### config.mk
export PLATFORM = sky130hd
export DESIGN_NAME = uart_tx_arbiter
export DESIGN_NICKNAME = d
export VERILOG_FILES = /design/src/rtl/uart_tx_arbiter.sv
export SDC_FILE = /design/constraint.sdc
export NUM_CORES = 1
export LEC_CHECK = 0
export CORE_MARGIN = 1
export CORE_UTILIZATION = 39
export DETAILED_ROUTE_END_ITERATION = 6
export HOLD_SLACK_MARGIN = 0.12
export MAX_ROUTING_LAYER = met4
export PLACE_DENSITY = 0.85
export SYNTH_ARGS = -nofsm -noshare
export SYNTH_HDL_FRONTEND = slang
export SYNTH_SLANG_ARGS = --single-unit
### constraint.sdc
create_clock -name clk -period 2.1 [get_ports clk]
set_input_delay 0.525 -clock clk [delete_from_list [all_inputs] [get_ports clk]]
set_output_delay 0.525 -clock clk [all_outputs]
set_load 0.01 [all_outputs]
### src/rtl/uart_tx_arbiter.sv
// Round-robin packet arbiter sharing one UART transmit port between N_REQ byte streams.
// An owner keeps the port until its last byte is written or its idle watchdog expires.
module uart_tx_arbiter #(
    parameter int N_REQ   = 4,
    parameter int DBIT    = 8,
    parameter int TIMEOUT = 64
) (
    input  logic                    clk,
    input  logic                    reset,
    input  logic [N_REQ-1:0]        req_valid,
    input  logic [N_REQ-1:0]        req_last,
    input  logic [N_REQ*DBIT-1:0]   req_data,
    output logic [N_REQ-1:0]        req_ready,
    input  logic                    tx_full,
    output logic                    wr_uart,
    output logic [DBIT-1:0]         w_data,
    output logic [N_REQ-1:0]        grant,
    output logic                    busy,
    output logic                    timeout
);

    localparam int PW = $clog2(N_REQ);
    localparam int CW = $clog2(TIMEOUT + 1);

    typedef enum logic {IDLE, XFER} state_t;

    state_t          state, state_n;
    logic [N_REQ-1:0] grant_n;
    logic [PW-1:0]   owner, owner_n;
    logic [PW-1:0]   ptr, ptr_n;
    logic [CW-1:0]   cnt, cnt_n;
    logic            timeout_n;

    logic            own_valid;
    logic            own_last;
    logic            found;
    logic [PW-1:0]   sel;
    logic [PW-1:0]   nxt;

    assign own_valid = |(req_valid & grant);
    assign own_last  = |(req_last & grant);
    assign req_ready = tx_full ? '0 : grant;
    assign wr_uart   = own_valid & ~tx_full;
    assign busy      = (state == XFER);
    assign nxt       = (int'(owner) == N_REQ - 1) ? '0 : owner + 1'b1;

    always_comb begin
        w_data = '0;
        for (int i = 0; i < N_REQ; i++) begin
            if (grant[i]) w_data = w_data | req_data[i*DBIT +: DBIT];
        end
    end

    // first valid requester at or after ptr, wrapping
    always_comb begin
        found = 1'b0;
        sel   = '0;
        for (int k = 0; k < N_REQ; k++) begin
            int j;
            j = int'(ptr) + k;
            if (j >= N_REQ) j = j - N_REQ;
            if (!found && req_valid[j]) begin
                found = 1'b1;
                sel   = PW'(j);
            end
        end
    end

    always_comb begin
        state_n   = state;
        grant_n   = grant;
        owner_n   = owner;
        ptr_n     = ptr;
        cnt_n     = cnt;
        timeout_n = 1'b0;
        unique case (state)
            IDLE: begin
                if (found) begin
                    state_n      = XFER;
                    grant_n      = '0;
                    grant_n[sel] = 1'b1;
                    owner_n      = sel;
                    cnt_n        = '0;
                end
            end
            XFER: begin
                if (own_valid && !tx_full) begin
                    cnt_n = '0;
                    if (own_last) begin
                        state_n = IDLE;
                        grant_n = '0;
                        ptr_n   = nxt;
                    end
                end else if (!own_valid) begin
                    if (cnt == CW'(TIMEOUT - 1)) begin
                        state_n   = IDLE;
                        grant_n   = '0;
                        ptr_n     = nxt;
                        cnt_n     = '0;
                        timeout_n = 1'b1;
                    end else begin
                        cnt_n = cnt + 1'b1;
                    end
                end
            end
            default: state_n = IDLE;
        endcase
    end

    always_ff @(posedge clk or posedge reset) begin
        if (reset) begin
            state   <= IDLE;
            grant   <= '0;
            owner   <= '0;
            ptr     <= '0;
            cnt     <= '0;
            timeout <= 1'b0;
        end else begin
            state   <= state_n;
            grant   <= grant_n;
            owner   <= owner_n;
            ptr     <= ptr_n;
            cnt     <= cnt_n;
            timeout <= timeout_n;
        end
    end

endmodule

==> summary.txt, run 1 <==
Global routing
  – First-pass GRT wire length: 6.49 mm
  – Number of global-route vias before repair: 1418
  – Largest net degree at the start of global routing: 18
  – Grt ovf: 0
  – GRT Util Overall: 0.268
  – Initial antenna violation count: 0

Timing
  – Peak Freq: 492 MHz
  – Final period utilization: 0.968
  – Final worst setup slack: 0.0670 ns
  – Final Hold Fails: 0
  – Final Max Slew Viols: 0
  – Worst slew margin: 0.572
  – RSZ-0062 raised after global routing: no
  – Clk_skew: 0.00557 ns
  – Final Setup Violations: 0
  – Min cycle time layout: 2.03 ns
  – Worst-margin pin slew: 0.642 ns
  – Hold slack: roughly 0.52 ns

Floorplan
  – Core Region: roughly 2800 um^2
  – Chip Width: 56.4 um
  – Die ar.: 3190 um^2
  – Die Y: approximately 56 um
  – Rows: 19
  – Io pins: 62
  – Initial Util: 0.416

Placed design
  – Hpwl dp: 2.90 mm
  – Post-DP Area: about 1900 um^2
  – Gpl congestion: 0.831
  – PortBufs: 61
  – Dpl ws: -0.433 ns

Worst hold path
  – Hold Path Sink: owner[1]
  – Worst Hold Class: register to register
  – Hold Path Stages: 2
  – Min-delay src: owner[1]

Drt
  – Antenna-violating nets left: 0
  – First drt pass iteration count: 4
  – Drt drc: 0
  – Vias per cell: between 5 and 6
  – Mean routed wirelength per cell: 16.1 um
  – Routed vias: between 1000 and 1500
  – Routed WL: around 3.8 mm
  – Drt initial violations: 43

Synth
  – Distinct cells, synth: 41
  – Synth area leader: dfrtp_1
  – Share of synthesized registers carrying an async set or reset: 1.00
  – Post-synth EDFFs: 0
  – Synth warn: 0
  – Mapped Nets: 169
  – Post-synth top area share: 0.368
  – Register area share after synthesis: 0.368
  – Synth top area cells: dfrtp_1 37%, a22oi_1 10%, nand2_1 5.5%
  – Synth Instances: 124
  – Seq cells post-synth: 17
  – Top_reg_cell synth: dfrtp_1
  – Avg Cell Area, Syn: 9.32 um^2
  – Synth Cell Area: 1160 um^2

Setup path
  – Max FO, Critical Path: 1
  – CP arrival: 1.51 ns
  – Reg2reg start: grant[2]
  – Reg2reg setup slack: 0.21 ns
  – Worst r2r path cells: 7
  – Critical Path RT: ~1.6 ns
  – Crit. End Element: output port
  – Startpoint types: input port
  – Crit path kind: input port to output port
  – R2r endpoint: ptr[0]

Clocking
  – CTS Buf Count: 3
  – Clock sink total: 17
  – CTS tree: yes
  – Reg clk slew, reported paths: around 0.1 ns
  – Clock Latency Late Sink: about 0.31 ns
  – H-tree Lvls: 1
  – Maximum root-to-sink buffer count: 2
  – Clock root cell: clkbuf_4

Final layout
  – Design Area, Final: 1970 um^2
  – Most common cell after layout, fill and taps aside: clkdlybuf4s50_1
  – Final nets: 251
  – Antenna cells: 0
  – Layout cell share with drive strength beyond 1: 0.215
  – Commonest cells after routing, fill and taps aside: 45 x clkdlybuf4s50_1, 18 x buf_4, 17 x nand2_1, 17 x dfrtp_1, 16 x a22oi_1
  – Syn-to-layout area delta: 70.7%

Power
  – PD cells: 1190 nW/um^2
  – Maximum vdd drop: 0.000864 V
  – Leak: 0.947 nW
  – Design Power: 2.34 mW

Job
  – Number of max-cap violations: 0

Run status
  – Run status: finished clean
-- power by group --
group          leakage (nW)  internal, mW  total, mW  switching [mW]
combinational         0.707         0.819       1.61           0.788
sequential            0.222         0.434      0.547           0.113
clock                0.0177        0.0713      0.187           0.115
-- routing by layer --
| layer | share of wire | track usage | routed length [um] | vias up |
|---|---|---|---|---|
| li1 | - | - | - | 629 |
| met1 | 0.40 | 0.319 | 1540 | 656 |
| met2 | 0.52 | 0.466 | 1990 | 73 |
| met3 | 0.058 | 0.0369 | 220 | 5 |
| met4 | 0.013 | 0.0871 | 48 | 0 |
| met5 | 0 | - | 0 | - |
-- metrics by stage --
stage,instances,utilization,setup TNS (ns)
after floorplan,124,-,0
after global placement,227,0.684,-3.42
after detailed placement,227,0.684,-3.89
after CTS,234,0.701,-0.0736
after global routing,236,0.709,0
final,236,0.709,0
-- layout make-up --
cell class	count	area, um^2
Clock inverter	1	5.00
Sequential cell	17	425
Inverter	6	22.5
Tap cell	31	38.8
Fill cell	215	808
Timing Repair Buffer	81	763
Clock buffer	3	22.5
Multi-Input combinational cell	97	696
-- cells in the mapped netlist, types with 2 or more instances --
| master | count |
|---|---|
| a21oi_1 | 6 |
| a22o_1 | 3 |
| a22oi_1 | 16 |
| a22oi_2 | 2 |
| clkbuf_1 | 4 |
| dfrtp_1 | 17 |
| ha_1 | 2 |
| inv_1 | 5 |
| mux2_1 | 2 |
| nand2_1 | 17 |
| nand3_1 | 3 |
| nand3_2 | 3 |
| nor2_1 | 4 |
| nor2_2 | 2 |
| nor2b_1 | 4 |
| nor4_2 | 2 |
| o21ai_0 | 5 |
| o2bb2ai_1 | 2 |
| xnor2_1 | 3 |
-- flip-flops by register name (all words and copies together), names as in the netlist --
name	count
cnt	7
grant	4
owner	2
ptr	2
busy	1
timeout	1
-- how the worst max path moves through the flow --
stage,startpoint,end,cells after the start
finish,req_data[23],w_data[7],4
global route,req_data[18],w_data[2],4
CTS,req_valid[0],wr_uart,5
detailed placement,req_valid[1],wr_uart,5
global placement,req_valid[1],wr_uart,5
floorplan,req_valid[0],ptr[0],5
-- logic make-up (layout without fill, tap and decap cells) --
group	after synthesis	count (layout)	synth area share
AO/OA/AOI/OAI	43	43	0.278
XOR/XNOR	3	3	0.0227
adder cells (fa/ha/maj)	2	2	0.0216
buffers and inverters	10	91	0.0325
flip-flops	17	17	0.368
multiplexers	3	3	0.0281
AND/OR/NAND/NOR	46	46	0.249
-- critical path: stages --
cell and delay [ns]:
clkdlybuf4s50_1 0.41, a22oi_1 0.19, nand2_1 0.09, dlygate4sd2_1 0.29
-- repair_timing --
action / in CTS / in global routing
setup buffers: 3 / 2
gates resized for setup: 14 / 7
hold buffers: 0 / 0
setup endpoints to repair: 13 / 5
pin swaps: 1 / 3
Power figures use the tool's default switching activity.
==> inputs of run 2 (changes only) <==
- CTS_CLUSTER_SIZE: unset -> 20
==> results of run 2 <==
Final layout, timing and power as in run 1 (identical DEF).
==> inputs of run 3 (changes only) <==
- HOLD_SLACK_MARGIN: 0.12 -> 0.05
==> results of run 3 <==
Final layout, timing and power as in run 1 (identical DEF).
